<file path="src/rtl/demux_lane_ctrl_pkg.sv">
// demux_lane_ctrl shared definitions
// COM symbol default, FSM encoding and lane index width
package demux_lane_ctrl_pkg;

  localparam logic [7:0] COM_SYM_DEF = 8'hBC;
  localparam int         LANE_W      = 2;

  typedef enum logic {
    SEARCH  = 1'b0,
    ALIGNED = 1'b1
  } state_t;

endpackage

</file>
<file path="src/rtl/idle_timer.sv">
// idle_timer: 4-bit idle counter for partial-group flush
// o_tc fires combinationally on the enabled cycle that reaches TIMEOUT
module idle_timer #(
  parameter int unsigned TIMEOUT = 4
) (
  input  logic clk,
  input  logic rst_n,
  input  logic i_clr,
  input  logic i_en,
  output logic o_tc
);

  localparam logic [3:0] TC_VAL = 4'(TIMEOUT - 1);

  logic [3:0] r_cnt;

  assign o_tc = i_en && (r_cnt == TC_VAL);

  always_ff @(posedge clk or negedge rst_n) begin
    if (!rst_n) begin
      r_cnt <= '0;
    end else if (i_clr || o_tc) begin
      r_cnt <= '0;
    end else if (i_en) begin
      r_cnt <= r_cnt + 4'd1;
    end
  end

endmodule

</file>
<file path="src/rtl/demux_lane_ctrl.sv">
// demux_lane_ctrl: COM-aligned 1:4 byte lane sequencer
// Emits full 4-byte groups or idle-timed-out partial groups
module demux_lane_ctrl
  import demux_lane_ctrl_pkg::*;
#(
  parameter logic [7:0]  COM_SYM = COM_SYM_DEF,
  parameter int unsigned TIMEOUT = 4,
  parameter int unsigned ERR_MAX = 3
) (
  input  logic       clk,
  input  logic       reset,
  input  logic [7:0] in0,
  input  logic       valid_in0,
  output logic [7:0] out0,
  output logic [7:0] out1,
  output logic [7:0] out2,
  output logic [7:0] out3,
  output logic       valid_out0,
  output logic       valid_out1,
  output logic       valid_out2,
  output logic       valid_out3,
  output logic       group_strobe,
  output logic       aligned,
  output logic       align_err,
  output logic [1:0] lane_sel
);

  localparam logic [2:0] ERR_LIM = 3'(ERR_MAX);

  state_t            r_state, w_state_n;
  logic [LANE_W-1:0] r_sel, w_sel_n;
  logic [2:0]        r_err, w_err_n, w_err_inc;
  logic [2:0][7:0]   r_asm, w_asm_n;
  logic [3:0][7:0]   r_out, w_out_n;
  logic [3:0]        r_vout, w_vout_n;
  logic              r_strobe, w_strobe_n;
  logic              r_aerr, w_aerr_n;

  logic w_com, w_act, w_misal, w_cplt;
  logic w_store, w_idle_en, w_flush;

  assign w_com     = (in0 == COM_SYM);
  assign w_act     = (r_state == ALIGNED) && valid_in0;
  assign w_misal   = w_act && w_com && (r_sel != 2'd0);
  assign w_cplt    = w_act && !w_misal && (r_sel == 2'd3);
  assign w_store   = w_act && !w_misal && (r_sel != 2'd3);
  assign w_idle_en = (r_state == ALIGNED) && !valid_in0
                  && (r_sel != 2'd0);
  assign w_err_inc = r_err + 3'd1;

  idle_timer #(
    .TIMEOUT (TIMEOUT)
  ) u_idle_timer (
    .clk   (clk),
    .rst_n (reset),
    .i_clr (!w_idle_en),
    .i_en  (w_idle_en),
    .o_tc  (w_flush)
  );

  always_comb begin
    w_state_n  = r_state;
    w_sel_n    = r_sel;
    w_err_n    = r_err;
    w_asm_n    = r_asm;
    w_out_n    = r_out;
    w_vout_n   = r_vout;
    w_strobe_n = 1'b0;
    w_aerr_n   = 1'b0;
    if (r_state == SEARCH) begin
      if (valid_in0 && w_com) begin
        w_asm_n[0] = in0;
        w_sel_n    = 2'd1;
        w_state_n  = ALIGNED;
      end
    end else begin
      unique case (1'b1)
        w_misal: begin
          w_aerr_n = 1'b1;
          if (w_err_inc == ERR_LIM) begin
            w_state_n = SEARCH;
            w_err_n   = '0;
            w_sel_n   = 2'd0;
          end else begin
            w_err_n    = w_err_inc;
            w_asm_n[0] = in0;
            w_sel_n    = 2'd1;
          end
        end
        w_cplt: begin
          w_out_n    = {in0, r_asm[2], r_asm[1], r_asm[0]};
          w_vout_n   = 4'hF;
          w_strobe_n = 1'b1;
          w_sel_n    = 2'd0;
          w_err_n    = '0;
        end
        w_store: begin
          case (r_sel)
            2'd0:    w_asm_n[0] = in0;
            2'd1:    w_asm_n[1] = in0;
            default: w_asm_n[2] = in0;
          endcase
          w_sel_n = r_sel + 2'd1;
        end
        w_flush: begin
          for (int i = 0; i < 3; i++) begin
            if (2'(i) < r_sel) begin
              w_out_n[i]  = r_asm[i];
              w_vout_n[i] = 1'b1;
            end else begin
              w_out_n[i]  = '0;
              w_vout_n[i] = 1'b0;
            end
          end
          w_out_n[3]  = '0;
          w_vout_n[3] = 1'b0;
          w_strobe_n  = 1'b1;
          w_sel_n     = 2'd0;
        end
        default: ;
      endcase
    end
  end

  always_ff @(posedge clk or negedge reset) begin
    if (!reset) begin
      r_state  <= SEARCH;
      r_sel    <= '0;
      r_err    <= '0;
      r_asm    <= '0;
      r_out    <= '0;
      r_vout   <= '0;
      r_strobe <= 1'b0;
      r_aerr   <= 1'b0;
    end else begin
      r_state  <= w_state_n;
      r_sel    <= w_sel_n;
      r_err    <= w_err_n;
      r_asm    <= w_asm_n;
      r_out    <= w_out_n;
      r_vout   <= w_vout_n;
      r_strobe <= w_strobe_n;
      r_aerr   <= w_aerr_n;
    end
  end

  assign out0         = r_out[0];
  assign out1         = r_out[1];
  assign out2         = r_out[2];
  assign out3         = r_out[3];
  assign valid_out0   = r_vout[0];
  assign valid_out1   = r_vout[1];
  assign valid_out2   = r_vout[2];
  assign valid_out3   = r_vout[3];
  assign group_strobe = r_strobe;
  assign aligned      = (r_state == ALIGNED);
  assign align_err    = r_aerr;
  assign lane_sel     = r_sel;

endmodule

</file>
<file path="config.mk">
export PLATFORM = sky130hd
export DESIGN_NAME = demux_lane_ctrl
export DESIGN_NICKNAME = d
export VERILOG_FILES = /design/src/rtl/demux_lane_ctrl_pkg.sv /design/src/rtl/idle_timer.sv /design/src/rtl/demux_lane_ctrl.sv
export SDC_FILE = /design/constraint.sdc
export NUM_CORES = 1
export LEC_CHECK = 0
export CAP_MARGIN = 20
export CORE_UTILIZATION = 56
export DETAILED_ROUTE_END_ITERATION = 7
export PLACE_DENSITY = 0.94
export SYNTH_ARGS = -nofsm -noshare
export SYNTH_HDL_FRONTEND = slang
export SYNTH_SLANG_ARGS = --single-unit
</file>
<file path="constraint.sdc">
create_clock -name clk -period 4.2 [get_ports clk]
set_input_delay 0.84 -clock clk [delete_from_list [all_inputs] [get_ports clk]]
set_output_delay 0.84 -clock clk [all_outputs]
set_load 0.1 [all_outputs]
</file>
Word level (Yosys, flattened, before mapping)
Index checks and enable logic that the tools add are counted.
Widths: inputs -> output; s select.
{"block": "word_totals", "word_cells": 88, "output_inout_bits": 41, "input_bits": 11, "ff_bits": 72}
{"block": "op_classes", "bitwise": 1, "add_sub_neg": 3, "magnitude_cmp": 3, "n_eq_ne": 10, "reduce_logical": 28, "n_mux": 29}
{"cell": "$pmux 32 s2", "count": 1}
{"cell": "$mux 8", "count": 7}
{"cell": "$pmux 8 s2", "count": 1}
{"cell": "$mux 1", "count": 12}
{"cell": "$logic_and 1x1->1", "count": 10}
{"cell": "$reduce_bool 2->1", "count": 5}
{"cell": "$eq 8x8->1 const B", "count": 1}
{"cell": "$mux 4", "count": 2}
{"cell": "$pmux 4 s2", "count": 1}
{"cell": "$pmux 2 s3", "count": 1}
{"cell": "$pmux 3 s2", "count": 1}
{"cell": "$reduce_and 2->1", "count": 3}
{"cell": "$reduce_and 3->1", "count": 2}
{"cell": "$add 4x1->4 const B", "count": 1}
{"cell": "$eq 4x2->1 const B", "count": 1}
{"cell": "$lt 1x2->1 const A", "count": 2}
{"cell": "$mux 2", "count": 2}
{"cell": "$ne 4x2->1 const B", "count": 1}
{"cell": "$reduce_and 4->1", "count": 1}
{"cell": "$reduce_or 2->1", "count": 2}
{"cell": "$add 3x1->3 const B", "count": 1}
{"cell": "$eq 3x2->1 const B", "count": 1}
{"cell": "$logic_not 1->1", "count": 3}
{"cell": "$mux 3", "count": 1}
{"cell": "other kinds (11)", "count": 11}

Depth between registers and ports, before layout
{"block": "logic_depth", "ltp_word": 9, "depth_mapped": 8, "ltp_nobuf": 7}

Cells and area by module
From an unflattened synthesis, not the netlist that was laid out.
{"block": "hier_totals", "cells_unflattened": 224, "hier_area_um2": 3001.6}
{"mod": "demux_lane_ctrl", "seq_area_each_um2": 1701.6, "instances": 1, "cells_per_inst": 207, "area_each_um2": 2802.7}
{"mod": "idle_timer", "seq_area_each_um2": 100.1, "instances": 1, "cells_per_inst": 17, "area_each_um2": 198.9}

Worst setup path before layout
Ideal clock, no wire load.
{"block": "synth_path", "path_kind": "register to register", "startpoint": "reg r_sel[1] (netlist: lane_sel[1])", "endpoint": "reg r_asm[16] (netlist name)", "n_path_buf": 1, "setup_ns": 0.125, "path_slack_ns": 1.325, "required_time_ns": 4.075, "period_less_slack_ns": 2.875, "path_stages_with_launch": 7, "arrival_ns": 2.750, "cell_sequence": "dfrtp_1 > inv_1 > ha_1 > nand2b_1 > or4_1 > buf_6 > mux2_4"}
{"block": "synth_via", "elab_chain_len": 6, "word_cells_on_any_way": 11, "cone_classes": "eq/ne: 2; bitwise: 1; reduce/logical: 8"}
{"item": "from (decl)", "line_no": "demux_lane_ctrl.sv:31", "rtl": "logic [LANE_W-1:0] r_sel, w_sel_n;"}
{"item": "from (signal assigned)", "line_no": "demux_lane_ctrl.sv:137", "rtl": "r_sel <= w_sel_n;"}
{"item": "$reduce_bool 2->1", "line_no": "demux_lane_ctrl.sv:44", "rtl": "assign w_misal = w_act && w_com && (r_sel != 2'd0);"}
{"item": "$logic_and 1x1->1", "line_no": "demux_lane_ctrl.sv:44"}
{"item": "$logic_not 1->1", "line_no": "demux_lane_ctrl.sv:46", "rtl": "assign w_store = w_act && !w_misal && (r_sel != 2'd3);"}
{"item": "$logic_and 1x1->1 (2 in series)", "line_no": "demux_lane_ctrl.sv:46"}
{"item": "$reduce_and 3->1 (no line) *"}
{"item": "to (signal assigned)", "line_no": "demux_lane_ctrl.sv:139", "rtl": "r_asm <= w_asm_n;"}
{"item": "to (decl)", "line_no": "demux_lane_ctrl.sv:33", "rtl": "logic [2:0][7:0] r_asm, w_asm_n;"}
Mark *: on every way between the ends. The rest lies on a longest branch, timed or not.
A chain may end at the register's enable or synchronous reset.

Worst setup path in the final report
{"block": "layout_path", "startpoint": "in in0[6]", "endpoint": "reg r_out, in the netlist out0[3]"}
{"block": "layout_via", "elab_chain_len": 8, "word_cells_on_any_way": 9, "cone_classes": "eq/ne: 1; mux: 1; reduce/logical: 7"}
{"item": "from (decl)", "line_no": "demux_lane_ctrl.sv:12", "rtl": "input logic [7:0] in0,"}
{"item": "$eq 8x8->1 *", "line_no": "demux_lane_ctrl.sv:42", "rtl": "assign w_com = (in0 == COM_SYM);"}
{"item": "$logic_and 1x1->1 * (2 in series)", "line_no": "demux_lane_ctrl.sv:44"}
{"item": "$logic_not 1->1 *", "line_no": "demux_lane_ctrl.sv:45", "rtl": "assign w_cplt = w_act && !w_misal && (r_sel == 2'd3);"}
{"item": "$logic_and 1x1->1 * (2 in series)", "line_no": "demux_lane_ctrl.sv:45"}
{"item": "$reduce_bool 2->1 (no line)"}
{"item": "$reduce_and 2->1 (no line)"}
{"item": "to (signal assigned)", "line_no": "demux_lane_ctrl.sv:140", "rtl": "r_out <= w_out_n;"}
{"item": "to (decl)", "line_no": "demux_lane_ctrl.sv:34", "rtl": "logic [3:0][7:0] r_out, w_out_n;"}
Marks and branches as above.

==> results.tsv <==
stage	metric	value	unit
synthesis	cell taking the most area after synthesis	dfrtp_1	
synthesis	mux cell area share after synthesis	0.131	
pwr	cell leakage power	1.82	nW
clock_tree	clock buffer depth	2	
placement	routability congestion estimate	0.880	
synthesis	Yosys Warn Count	0	
routing	via density per instance	5.91	
pwr	VDD IR max	428	µV
clock_tree	CTS tree	yes	
worst_setup_path	WP data required	4430	ps
routing	WL per Instance	19.3	µm
clock_tree	H-Tree Level Count	3	
final_layout	Final nets	300	
routing	DR DRC count	0	
grt	number of global-route vias before repair	2095	
worst_setup_path	crit path DAT	3350	ps
sta	fin crit period	3120	ps
worst_setup_path	CP delay by family, top	simple AND/OR/NAND/NOR gates	
sta	Final Skew	16.6	ps
synthesis	asr flop ratio synth	1.00	
routing	total wire length	6890	µm
placement	post-DP HPWL	4580	µm
floorplanning	die area	5740	µm²
synthesis	Yosys reg bits	72	
clock_tree	Root Buffer	clkbuf_8	
final_layout	Area growth syn-to-layout	26.8	%
synthesis	most numerous cell in the Yosys netlist	dfrtp_1	
sta	Slew @ Worst Pin	1010	ps
worst_hold_path	worst hold path type	in -> async	
sta	fin. max-slew vios	0	
floorplanning	Die Width	75.8	µm
sta	Final Hold Viols	0	
final_layout	number of antenna diodes	0	
synthesis	Primary FF master, synth	dfrtp_1	
sta	setup TNS	0	ps
sta	Finish-stage setup viols	0	
final_layout	share of cells above drive strength 1	0.188	
sta	fmax	0.320	GHz
worst_setup_path	CP Capture Type	flop	
synthesis	Post-synth EDFFs	0	
run_status	status	complete, no violations	
grt	total congestion overflow	0	
synthesis	top cell type's share of synthesized area	0.591	
placement	DP Area	3600	µm²
clock_tree	clock latency on the worst-skew pair	360	ps
synthesis	Avg Synthesized Cell Area	13.4	µm²
floorplanning	core area	5170	µm²
placement	port buffer count	51	
synthesis	largest family of logic cells by synthesized area	multiplexers	
floorplanning	Initial Util	0.589	
flow_run	max cap viols	0	
synthesis	simple-gate share of the synthesized area	0.114	
worst_setup_path	CP cell instances	clkdlybuf4s50_1, nand4bb_4, o31a_1, nor2_4, mux2_1	
grt	largest net degree at the start of global routing	48	
worst_setup_path	Slowest-stage cell, CP	nor2_4	
routing	DR vias	2114	
routing	Iter 0 DRT Violations	139	
floorplanning	Die H	75.8	µm
clock_tree	Post-CTS Repair Setup Buffers	0	
sta	Fin Hold WS	265	ps
clock_tree	Sink Count	72	
final_layout	final core utilization	0.747	
clock_tree	post-cts sizing count	0	
clock_tree	CTS buffer count	9	
synthesis	Cells after Synth	227	
synthesis	syn nets	244	
synthesis	Compound-Gate Fraction of Synth Area	0.106	
clock_tree	Clk pin slew, worst setup/hold paths	90	ps
worst_setup_path	Critical Path Fanout Max	26	
worst_setup_path	kind of critical path	in -> reg	
worst_setup_path	Worst Path Buf+Inv	1	
routing	post-route ant nets	0	
grt	first-pass GRT wire length	10800	µm
sta	RSZ-0062 raised after global routing	false	
worst_setup_path	CP Launch Type	primary input	
synthesis	synth cell count leaders	72 x dfrtp_1, 23 x nand2_1, 17 x a22o_1, 15 x mux2_2	
worst_setup_path	largest stage delay on the critical path	660	ps
pwr	Pwr per Cell Area	534	nW/µm²
clock_tree	hold_buf cts	0	
synthesis	Post-Synth Adder-Cell Area	0.0246	
synthesis	cell area after synthesis	3050	µm²
floorplanning	row count	26	
floorplanning	num ports	52	
grt	gr usage total	0.267	
synthesis	Seq/Total Area, Yosys	0.591	
grt	initial antenna violation count	0	
synthesis	synth unique cells	47	
sta	slew margin rel.	0.326	
routing	TritonRoute pass-1 iters	4	
synthesis	Area contributors post-synth	dfrtp_1 59%, mux2_2 5.5%, a22o_1 4.9%	
synthesis	Synth Area in XOR/XNOR	0.00862	
worst_setup_path	Worst R2R Setup Slack	1490	ps
final_layout	cell area after layout	3860	µm²
sta	crit share post-route	0.744	
[cell usage in the layout (no fill, tap or decap), drive strengths merged, types with 3 or more instances in the layout]
master,Yosys,layout
clkinv,0,3
inv,7,7
nor2,10,10
dfrtp,72,72
o22ai,3,3
o21ai,10,10
nor3,4,4
a21oi,3,3
nand2,23,23
mux2,32,32
a22o,17,17
clkdlybuf4s50,0,50
ha,6,6
or3,5,5
buf,5,3
clkbuf,3,9
bufinv,0,3
[flip-flops by register name, summed over array words and instances (netlist names)]
signal,cells
lane_sel,2
group_strobe,1
r_err,3
aligned,1
out1,8
out0,8
align_err,1
out3,8
u_idle_timer.r_cnt,4
out2,8
r_asm,24
r_vout,4
[routing by layer]
metal	global-route usage	vias up	share of wire
met5	0	-	0
met4	0.146	0	0.031
met3	0.0595	19	0.055
met2	0.418	85	0.52
met1	0.347	1087	0.40
li1	-	923	-
[report_power, final]
group / total [W] / internal, W / switching (W)
combinational: 0.000597 / 0.000138 / 0.000458
sequential: 0.000800 / 0.000753 / 0.0000476
clock: 0.000665 / 0.000395 / 0.000270
[area by class of cell]
cell class              instances  area, µm²
fillers                       311       1310
well taps                      70       87.6
multi-input cells             140       1170
repair buffers                 53        533
clock buffers                   9        124
inverters                       7       26.3
flip-flops and latches         72       1800
clock inverters                 7        120
[final timing paths]
path | startpoint | endpoint | depth (start not counted)
max | in0[6] | out0[3] | 5
min | reset | out1[4] | 1
max reg2reg | lane_sel[1] | out0[3] | 5
min reg2reg | r_vout[2] | r_vout[2] | 1
max in group asynchronous | reset | r_err[2] | 3
min in group clk | r_vout[2] | r_vout[2] | 1
[per-stage QoR]
stage                     cells  power, W  setup WS, ps
after detailed placement    341   0.00140           771
after CTS                   357   0.00207          1100
after global routing        358   0.00213           988
final                       358   0.00206          1080
after floorplan             227   0.00124          1320
after global placement      341   0.00139           869
[logic make-up after synthesis]
logic type / after synthesis
fa+ha+maj: 6
simple gates: 56
mux: 33
xor+xnor: 3
flops: 72
buf+inv: 15
compound gates: 42
[worst reg2reg max path: cells and delay by family (launching register included)]
kind,cells,cell delay (ps)
AO/OA/AOI/OAI,1,600
adder cells (fa/ha/maj),1,300
buffers and inverters,1,150
flip-flops,1,480
multiplexers,1,400
AND/OR/NAND/NOR,1,670
Power figures use the tool's default switching activity.
